### src/rtl/alu_pkg.sv
`default_nettype none
// ============================================================================
// Module   : alu_pkg
// Brief    : Shared ALU operand-packing constants and helper function.
// Revision : 1.0  initial release
// ============================================================================
package alu_pkg;

  localparam logic PACK_NORMAL = 1'b0;
  localparam logic PACK_SWAP   = 1'b1;
  localparam int   PACK_MAX_W  = 32;

  // a is the low operand in normal order; w is the live operand width.
  function automatic logic [2*PACK_MAX_W-1:0] pack_operands(
    input logic [PACK_MAX_W-1:0] a,
    input logic [PACK_MAX_W-1:0] b,
    input logic                  swap,
    input int unsigned           w
  );
    logic [2*PACK_MAX_W-1:0] ea;
    logic [2*PACK_MAX_W-1:0] eb;
    ea = {{PACK_MAX_W{1'b0}}, a};
    eb = {{PACK_MAX_W{1'b0}}, b};
    if (swap == PACK_SWAP) begin
      pack_operands = (ea << w) | eb;
    end else begin
      pack_operands = (eb << w) | ea;
    end
  endfunction

endpackage
`default_nettype wire

### src/rtl/fifo_ptr_ctrl.sv
`default_nettype none
// ============================================================================
// Module   : fifo_ptr_ctrl
// Brief    : Read/write pointers, occupancy count and full/empty for the FIFO.
// Revision : 1.0  initial release
// ============================================================================
module fifo_ptr_ctrl #(
  parameter  int DEPTH = 4,
  localparam int AW    = (DEPTH > 1) ? $clog2(DEPTH) : 1,
  localparam int CW    = $clog2(DEPTH + 1)
) (
  input  logic          clk,
  input  logic          rst_n,
  input  logic          push_req,
  input  logic          pop_req,
  input  logic          flush,
  output logic          push_ok,
  output logic          full,
  output logic          empty,
  output logic [AW-1:0] rd_ptr,
  output logic [AW-1:0] wr_ptr,
  output logic [CW-1:0] count
);

  localparam logic [AW-1:0] c_last = AW'(DEPTH - 1);
  localparam logic [CW-1:0] c_full = CW'(DEPTH);

  logic [AW-1:0] r_rd_ptr;
  logic [AW-1:0] r_wr_ptr;
  logic [CW-1:0] r_count;
  logic          w_pop_ok;

  function automatic logic [AW-1:0] next_ptr(input logic [AW-1:0] p);
    next_ptr = (p == c_last) ? '0 : p + AW'(1);
  endfunction

  // Occupancy alone separates full from empty when the pointers coincide.
  assign full     = (r_count == c_full);
  assign empty    = (r_count == '0);
  assign push_ok  = push_req & ~full & ~flush;
  assign w_pop_ok = pop_req & ~empty & ~flush;

  always_ff @(posedge clk or negedge rst_n) begin
    if (!rst_n) begin
      r_rd_ptr <= '0;
      r_wr_ptr <= '0;
      r_count  <= '0;
    end else if (flush) begin
      r_rd_ptr <= '0;
      r_wr_ptr <= '0;
      r_count  <= '0;
    end else begin
      if (push_ok)  r_wr_ptr <= next_ptr(r_wr_ptr);
      if (w_pop_ok) r_rd_ptr <= next_ptr(r_rd_ptr);
      case ({push_ok, w_pop_ok})
        2'b10:   r_count <= r_count + CW'(1);
        2'b01:   r_count <= r_count - CW'(1);
        default: r_count <= r_count;
      endcase
    end
  end

  assign rd_ptr = r_rd_ptr;
  assign wr_ptr = r_wr_ptr;
  assign count  = r_count;

endmodule
`default_nettype wire

### src/rtl/operand_pack_fifo.sv
`default_nettype none
// ============================================================================
// Module   : operand_pack_fifo
// Brief    : Packs operand pairs into 2*WIDTH words and queues them in a FIFO.
// Revision : 1.0  initial release
// ============================================================================
module operand_pack_fifo
  import alu_pkg::*;
#(
  parameter  int WIDTH = 4,
  parameter  int DEPTH = 4,
  localparam int CW    = $clog2(DEPTH + 1)
) (
  input  logic               clk,
  input  logic               rst_n,
  input  logic [WIDTH-1:0]   in0,
  input  logic [WIDTH-1:0]   in1,
  input  logic               swap,
  input  logic               in_valid,
  output logic               in_ready,
  output logic [2*WIDTH-1:0] out,
  output logic               out_valid,
  input  logic               out_ready,
  input  logic               flush,
  output logic [CW-1:0]      count,
  output logic               overflow
);

  localparam int AW = (DEPTH > 1) ? $clog2(DEPTH) : 1;

  logic [2*WIDTH-1:0]      r_mem [DEPTH];
  logic                    r_overflow;
  logic [PACK_MAX_W-1:0]   w_op_a;
  logic [PACK_MAX_W-1:0]   w_op_b;
  logic [2*PACK_MAX_W-1:0] w_pack_full;
  logic [2*WIDTH-1:0]      w_word;
  logic                    w_push_ok;
  logic                    w_full;
  logic                    w_empty;
  logic [AW-1:0]           w_rd_ptr;
  logic [AW-1:0]           w_wr_ptr;

  always_comb begin
    w_op_a = '0;
    w_op_b = '0;
    w_op_a[WIDTH-1:0] = in0;
    w_op_b[WIDTH-1:0] = in1;
  end

  assign w_pack_full = pack_operands(w_op_a, w_op_b, swap, WIDTH);
  assign w_word      = w_pack_full[2*WIDTH-1:0];

  generate
    if (WIDTH < PACK_MAX_W) begin : g_trim
      logic w_unused_hi;
      assign w_unused_hi = ^w_pack_full[2*PACK_MAX_W-1:2*WIDTH];
    end
  endgenerate

  fifo_ptr_ctrl #(
    .DEPTH (DEPTH)
  ) u_ptr (
    .clk      (clk),
    .rst_n    (rst_n),
    .push_req (in_valid),
    .pop_req  (out_ready),
    .flush    (flush),
    .push_ok  (w_push_ok),
    .full     (w_full),
    .empty    (w_empty),
    .rd_ptr   (w_rd_ptr),
    .wr_ptr   (w_wr_ptr),
    .count    (count)
  );

  // Storage carries no reset; validity is tracked entirely by the count.
  always_ff @(posedge clk) begin
    if (w_push_ok) r_mem[w_wr_ptr] <= w_word;
  end

  always_ff @(posedge clk or negedge rst_n) begin
    if (!rst_n) begin
      r_overflow <= 1'b0;
    end else if (flush) begin
      r_overflow <= 1'b0;
    end else if (in_valid && w_full) begin
      r_overflow <= 1'b1;
    end
  end

  assign in_ready  = ~w_full;
  assign out_valid = ~w_empty;
  assign out       = w_empty ? '0 : r_mem[w_rd_ptr];
  assign overflow  = r_overflow;

endmodule
`default_nettype wire

### config.mk
export PLATFORM = sky130hd
export DESIGN_NAME = operand_pack_fifo
export DESIGN_NICKNAME = d
export VERILOG_FILES = /design/src/rtl/alu_pkg.sv /design/src/rtl/fifo_ptr_ctrl.sv /design/src/rtl/operand_pack_fifo.sv
export SDC_FILE = /design/constraint.sdc
export NUM_CORES = 1
export LEC_CHECK = 0
export CAP_MARGIN = 25
export CORE_MARGIN = 8
export CORE_UTILIZATION = 67
export CTS_BUF_LIST = sky130_fd_sc_hd__clkbuf_8
export CTS_CLUSTER_SIZE = 16
export DETAILED_ROUTE_END_ITERATION = 10
export DONT_BUFFER_PORTS = 1
export GPL_TIMING_DRIVEN = 0
export PLACE_DENSITY_LB_ADDON = 0.25
export SYNTH_ARGS = -nofsm -noshare
export SYNTH_HDL_FRONTEND = slang
export SYNTH_SLANG_ARGS = --single-unit
### constraint.sdc
create_clock -name clk -period 4.9 [get_ports clk]
set_input_delay 0.735 -clock clk [delete_from_list [all_inputs] [get_ports clk]]
set_output_delay 0.735 -clock clk [all_outputs]
set_load 0.005 [all_outputs]
==> PnR_summary.wiki, run 1 <==
{| class="wikitable"
! Metric !! Value
|-
| Path category of the worst min-delay check || in2async
|-
| Setup repair after global routing missed its margin || false
|-
| Drt total wl || 3420 µm
|-
| Startpoint types || register
|-
| Number of buffers inserted by hold repair at cts || 0
|-
| Cell area power density || 372 mW/mm²
|-
| Worst setup slack after placement || 2680 ps
|-
| Pin count of the biggest net entering global routing || 15
|-
| Routed length on met3 || 266 µm
|-
| CTS resizes || 0
|-
| Die area || 0.00486 mm²
|-
| Worst-path clk slew || 80 ps
|-
| Lkg Pwr || 0.000741 µW
|-
| Instance count of the mapped netlist || 132
|-
| Number of pins exceeding their max-slew limit in the final report || 0
|-
| Vias in the first global route || 1086
|-
| MaxCap Viol Count || 0
|-
| Library cell contributing the largest single delay on the critical path || dfrtp_1
|-
| Total routing usage reported by global routing || 14.9%
|-
| Detailed route wirelength on metal2 || 1720 µm
|-
| Final Instance Area || 0.00209 mm²
|-
| Ant. Diodes || 0
|-
| Netlist cell types || 34
|-
| Combined area of all synthesized cells || 0.00193 mm²
|-
| Period Utilization, post-route || 51.5%
|-
| Placed instance area || 0.00197 mm²
|-
| Yosys reg bits || 40
|-
| Mean instance size in the synthesized netlist || 14.6 µm²
|-
| FF-to-FF Start || u_ptr.count[0]
|-
| Fraction of layout cells with a size suffix above 1 || 25.7%
|-
| Critical path data arrival time || 1790 ps
|-
| Clk sink count || 40
|-
| Number of top-level design ports || 28
|-
| Worst Skew || 6.03 ps
|-
| Post CTS Setup Buffer Count || 0
|-
| Fin util || 75.6%
|-
| Total setup violations reported at the end of the flow || 0
|-
| Number of nets in the finished design || 159
|-
| YS warnings || 0
|-
| DR iter-0 viols || 150
|-
| Worst setup startpoint || u_ptr.count[0]
|-
| CTS buffer count || 5
|-
| Hold Fails Final Rpt || 0
|-
| Worst-margin pin slew || 537 ps
|-
| Post-detailed-route wirelength per cell || 20.0 µm
|-
| Post-Synthesis Net Count || 152
|-
| Status || complete, no violations
|-
| Post-DR vias/cell || 6.27
|-
| Root Driver || clkbuf_8
|-
| Relative area change from synthesis to final layout || 7.97%
|-
| Sum of negative setup slack || 0 ps
|-
| Post-layout total power || 777 µW
|-
| Top fanout value on the critical path || 10
|-
| Number of port buffers || 0
|-
| Bufs on Longest Clock Path || 2
|-
| Met1 Wirelength || 1380 µm
|-
| Die width || 69.7 µm
|-
| Routability Congestion || 0.825
|-
| Vias post-DR || 1072
|-
| Final WS setup || 2370 ps
|-
| Endpoint type of the worst setup path || primary output
|-
| Die Y || 69.7 µm
|-
| Delay of the slowest cell on the worst path || 440 ps
|-
| Maximum vdd ir drop || 0.000354 V
|-
| Initial core utilization || 70.1%
|-
| Kind of critical path || reg2out
|-
| Max-slew headroom at the worst pin || 64.2%
|-
| Post-synthesis sequential area ratio || 60.1%
|-
| Global-route wire length before repair || 5650 µm
|-
| Min cycle time layout || 2530 ps
|-
| Initial antenna violation count || 0
|-
| Cell chain of the critical path || buf_2, or3_1, clkbuf_1, and2_1
|-
| Number of levels the H-tree was split into || 2
|-
| Max Clock Freq || 396 MHz
|-
| Router iterations before antenna repair || 4
|-
| Post-route DRC violation count || 0
|-
| Highest metal layer with signal wires || met4
|-
| Rows || 19
|-
| Post-route antenna net violation count || 0
|-
| Detail Placement HPWL || 2420 µm
|-
| Clock latency at the later pin of the worst-skew pair || 300 ps
|-
| Core Footprint || 0.00276 mm²
|-
| Grt ovf || 0
|-
| Endpoint required time on the critical path || 4160 ps
|-
| TritonCTS clock tree || yes
|}
[critical path: cells and delay by family, from the launching register on]
| family | cells | cell delay (ps) |
|---|---|---|
| buffers and inverters | 2 | 450 |
| flip-flops | 1 | 440 |
| AND/OR/NAND/NOR | 2 | 610 |
[layout make-up]
class	instances	area, µm²
Sequential cell	40	1160
Fill cell	168	672
Buffer	9	50.0
Multi-Input combinational cell	79	706
Clock buffer	5	68.8
Inverter	4	15.0
Clock inverter	3	46.3
Tap cell	31	38.8
[stage by stage]
stage                     hold WS, ps  instances
after detailed placement          440        163
final                             120        171
after global placement            440        163
after global routing              106        171
after CTS                         116        171
after floorplan                   439        132
[cell families (layout without fill, tap and decap cells)]
kind of cell	count (synthesis)	after routing	share of synthesized area (%)
flip-flops	40	40	60.1
AND/OR/NAND/NOR	40	40	12.0
multiplexers	16	16	14.0
AO/OA/AOI/OAI	14	14	4.86
buffers and inverters	13	21	3.37
adder cells (fa/ha/maj)	6	6	4.27
XOR/XNOR	3	3	1.36
[power breakdown]
part	switching [µW]	internal, µW
clock	122	153
combinational	59.1	48.8
sequential	8.94	385
total	190	587
[cell usage after synthesis (all sizes together)]
| master | count | area (µm²) |
|---|---|---|
| o21ai | 3 | 15.0 |
| xor2 | 1 | 8.76 |
| a21oi | 6 | 33.8 |
| nand3 | 4 | 20.0 |
| edfxtp | 32 | 961 |
| mux2 | 8 | 90.1 |
| a2111oi | 1 | 8.76 |
| o21a | 1 | 7.51 |
| or3 | 3 | 18.8 |
| nand2 | 6 | 25.0 |
| fa | 1 | 20.0 |
| or2b | 1 | 7.51 |
| nor2b | 1 | 6.26 |
| xnor2 | 2 | 17.5 |
| a21o | 1 | 7.51 |
| and2 | 12 | 75.1 |
| nor3b | 2 | 20.0 |
| dfrtp | 8 | 200 |
| clkbuf | 3 | 11.3 |
| ha | 5 | 62.6 |
| a311oi | 1 | 15.0 |
| inv | 4 | 15.0 |
| buf | 6 | 38.8 |
| mux4 | 8 | 180 |
| nor3 | 1 | 5.00 |
| or3b | 2 | 22.5 |
| a31oi | 1 | 6.26 |
| nor4 | 1 | 6.26 |
| nor2 | 7 | 26.3 |
[layer usage]
metal | track usage [%] | vias to the layer above
met1 | 17.6 | 535
met4 | 5.80 | 0
met3 | 6.87 | 7
met5 | 0 | -
li1 | - | 501
met2 | 23.2 | 29
[worst paths after layout]
check,end,slack (ps),cells after the start
setup / recovery,out[6],2370,4
hold / removal,u_ptr.count[2],120,0
setup reg to reg,u_ptr.count[1],2640,7
hold reg to reg,overflow,550,2
max in group asynchronous,u_ptr.rd_ptr[1],4710,0
min in group clk,overflow,550,2
[registers in the layout (all words and copies together) (netlist names)]
signal        count
u_ptr.wr_ptr      2
u_ptr.count       3
u_ptr.rd_ptr      2
overflow          1
r_mem            32
[layout by cell type, fill, tap and decap left out, types with 2 or more instances in the layout]
| master | n |
|---|---|
| xnor2_1 | 2 |
| edfxtp_1 | 32 |
| a21oi_1 | 5 |
| clkbuf_1 | 3 |
| o21ai_0 | 3 |
| buf_2 | 4 |
| and2_1 | 12 |
| clkbuf_8 | 5 |
| nand3_1 | 4 |
| inv_1 | 4 |
| nand2_1 | 5 |
| nor2_1 | 7 |
| dfrtp_1 | 8 |
| ha_1 | 5 |
| mux4_2 | 8 |
| or3b_4 | 2 |
| or3_1 | 3 |
| mux2_2 | 8 |
No activity file was read; power rests on OpenSTA's default activity.
==> inputs of run 2 (changes only) <==
--- a/config.mk
+++ b/config.mk
@@ -7,7 +7,7 @@
 export LEC_CHECK = 0
 export CAP_MARGIN = 25
 export CORE_MARGIN = 8
-export CORE_UTILIZATION = 67
+export CORE_UTILIZATION = 59
 export CTS_BUF_LIST = sky130_fd_sc_hd__clkbuf_8
 export CTS_CLUSTER_SIZE = 16
 export DETAILED_ROUTE_END_ITERATION = 10
==> constraint.sdc (replaced) <==
create_clock -name clk -period 2.05 [get_ports clk]
set_input_delay 0.3075 -clock clk [delete_from_list [all_inputs] [get_ports clk]]
set_output_delay 0.3075 -clock clk [all_outputs]
set_load 0.005 [all_outputs]
==> PnR_summary.wiki, run 2 (same netlist as run 1, synthesis figures left out) <==
{| class="wikitable"
! Metric !! Value
|-
| Status || complete, but fails checks
|-
| Violated checks || negative setup slack
|-
| Post-detailed-route wirelength per cell || 18.4 µm (-8.1%)
|-
| Psw || 438 µW (+130%)
|-
| Total setup violations reported at the end of the flow || 1 (+1)
|-
| Largest reg by FF count || r_mem
|-
| Pin count of the biggest net entering global routing || 14 (-1)
|-
| Endpoint required time on the critical path || 2210 ps (-1950 ps)
|-
| Vias in the first global route || 1121 (+3.2%)
|-
| Endpoint type of the worst setup path || register
|-
| Portion of total power attributed to combinational logic || 15.9% (+2.0 points)
|-
| TritonCTS clock tree || yes
|-
| Number of cells on the worst reg-to-reg path || 7 (unchanged)
|-
| Internal portion of total power || 1420 µW (+140%)
|-
| Clk sink count || 40 (unchanged)
|-
| Min cycle time layout || 2070 ps
|-
| Drt total wl || 3460 µm (+0.99%)
|-
| Fraction of layout cells with a size suffix above 1 || 31.9% (+6.2 points)
|-
| Kind of critical path || reg2reg
|-
| Routability Congestion || 0.817 (-0.91%)
|-
| Total routing usage reported by global routing || 13.8% (-1.1 points)
|-
| Bufs on Longest Clock Path || 2 (unchanged)
|-
| Number of top-level design ports || 28 (unchanged)
|-
| Relative area change from synthesis to final layout || 12.7%
|-
| Initial core utilization || 62.8% (-7.3 points)
|-
| Filler Cells Inserted || 217 (+29%)
|-
| Post-route DRC violation count || 0 (unchanged)
|-
| Startpoint types || register
|-
| Min Hold Slack || 231 ps (+111 ps)
|-
| Hold Fails Final Rpt || 0 (unchanged)
|-
| Detail Placement HPWL || 2420 µm (about the same)
|-
| Path category of the worst min-delay check || in2reg
|-
| Cell area power density || 855 mW/mm² (+130%)
|-
| Die area || 0.00536 mm² (+10%)
|-
| Worst setup startpoint || u_ptr.count[0]
|-
| DR iter-0 viols || 59 (-61%)
|-
| Root Driver || clkbuf_8
|-
| Max-slew headroom at the worst pin || 71.2% (+7.0 points)
|-
| Post-route antenna net violation count || 0 (unchanged)
|-
| Register-to-register path setup slack || -20 ps (-2660 ps)
|-
| Most common cell after layout, fill and taps aside || edfxtp_1
|-
| Post-DR vias/cell || 5.71 (-9.0%)
|-
| Number of port buffers || 0 (unchanged)
|-
| Endpoint of the most critical register-to-register path || u_ptr.count[1]
|-
| Top library cells by usage in the layout, fill and taps aside || edfxtp_1, and2_1, mux2_2, mux4_2, nor2_1
|-
| Die width || 73.2 µm (+5.1%)
|-
| Number of nets in the finished design || 163 (+2.5%)
|-
| CTS buffer count || 5 (unchanged)
|-
| Sequential cell fraction of total power || 50.7% (about the same)
|-
| Core Footprint || 0.00308 mm² (+12%)
|-
| Flip-flop count of the largest register, all copies and words added || 32 (unchanged)
|-
| Max Clock Freq || 482 MHz
|-
| Lkg Pwr || 0.000778 µW (+5.0%)
|-
| Router iterations before antenna repair || 4 (unchanged)
|-
| Setup repair after global routing missed its margin || true
|-
| Number of levels the H-tree was split into || 2 (unchanged)
|-
| Die Y || 73.2 µm (+5.1%)
|-
| Critical path data arrival time || 2240 ps (+450 ps)
|-
| MaxCap Viol Count || 0 (unchanged)
|-
| Rows || 20 (+1)
|-
| Grt ovf || 0 (unchanged)
|-
| Setup crit end || u_ptr.count[1]
|-
| Clock share of power || 33.5% (-1.9 points)
|-
| Placed instance area || 0.00199 mm² (+1.1%)
|-
| Top fanout value on the critical path || 5 (-5)
|-
| Vias post-DR || 1073 (+0.093%)
|-
| Worst-margin pin slew || 432 ps (-105 ps)
|-
| Ant. Diodes || 0 (unchanged)
|-
| Maximum vdd ir drop || 0.000620 V (+75%)
|-
| Number of pins exceeding their max-slew limit in the final report || 0 (unchanged)
|-
| Switching fraction of total power || 23.6% (-0.88 points)
|-
| Period Utilization, post-route || 101%
|-
| FF-to-FF Start || u_ptr.count[0]
|-
| Final WS setup || -24.7 ps (-2400 ps)
|-
| Global-route wire length before repair || 5530 µm (-2.2%)
|-
| Clock latency at the later pin of the worst-skew pair || 290 ps (about the same)
|-
| Worst-path clk slew || 80 ps (about the same)
|-
| Worst Skew || 5.09 ps (-0.932 ps)
|-
| Initial antenna violation count || 0 (unchanged)
|-
| Final Instance Area || 0.00218 mm² (+4.4%)
|}
run 2: routing by layer:
layer,part of all wire (%),GRT usage [%]
met5,0,0
met4,1.1,4.00
met3,5.3,4.81
met2,53,24.0
met1,41,15.5
run 2: worst max-delay path, cell delays in order (launching register included):
cell	delay (ps)
dfrtp_2	440
buf_6	140
or3b_4	410
nand2_4	80
nor3b_4	190
fa_1	470
a21oi_2	160
nor4_1	60
run 2: how the worst min path moves through the flow:
stage                     cells after the start             end      from
after floorplan                               0        overflow     rst_n
after global placement                        0        overflow     rst_n
after detailed placement                      0        overflow     rst_n
after CTS                                     3  u_ptr.count[0]  in_valid
after global routing                          3  u_ptr.count[0]  in_valid
final                                         3  u_ptr.count[0]  in_valid
run 2: stage by stage:
step / power (µW) / setup WS, ps / cells / setup TNS, ps / utilization [%]
final: 1860 / -24.7 / 188 / -24.7 / 70.7
after floorplan: 1160 / 57.6 / 132 / 0 / -
after global placement: 1210 / -62.4 / 176 / -62.4 / 64.7
after CTS: 1880 / -24.4 / 188 / -24.4 / 70.6
after detailed placement: 1220 / -122 / 176 / -122 / 64.7
after global routing: 1940 / -74.9 / 188 / -74.9 / 70.7
run 2: power groups by stage:
stage	Sequential (µW)	Combinational, µW	Clock (µW)
floorplan	953	211	0
global placement	957	252	0
detailed placement	959	263	0
CTS	943	300	640
global route	947	327	667
finish	943	295	623
run 2: cell type report:
cell class                 count  area (µm²)  share of cell area [%]
buffer                         9        61.3                    2.82
clock buffer                   5        68.8                    3.16
clock inverter                 3        42.5                    1.95
inverter                       4        15.0                   0.690
multi-input combinational     79         738                    33.9
sequential                    40        1160                    53.4
tap                           44        55.1                    2.53
timing repair buffer           4        32.5                    1.49
run 2: repair_timing:
action / in CTS / in global routing
gates cloned: 0 / 0
gates resized for setup: 10 / 4
buffers inserted: 3 / 0
endpoints found under the hold margin: 8 / 0
endpoints found under the setup margin: 9 / 10
pin swaps: 6 / 2
hold buffers: 1 / 0
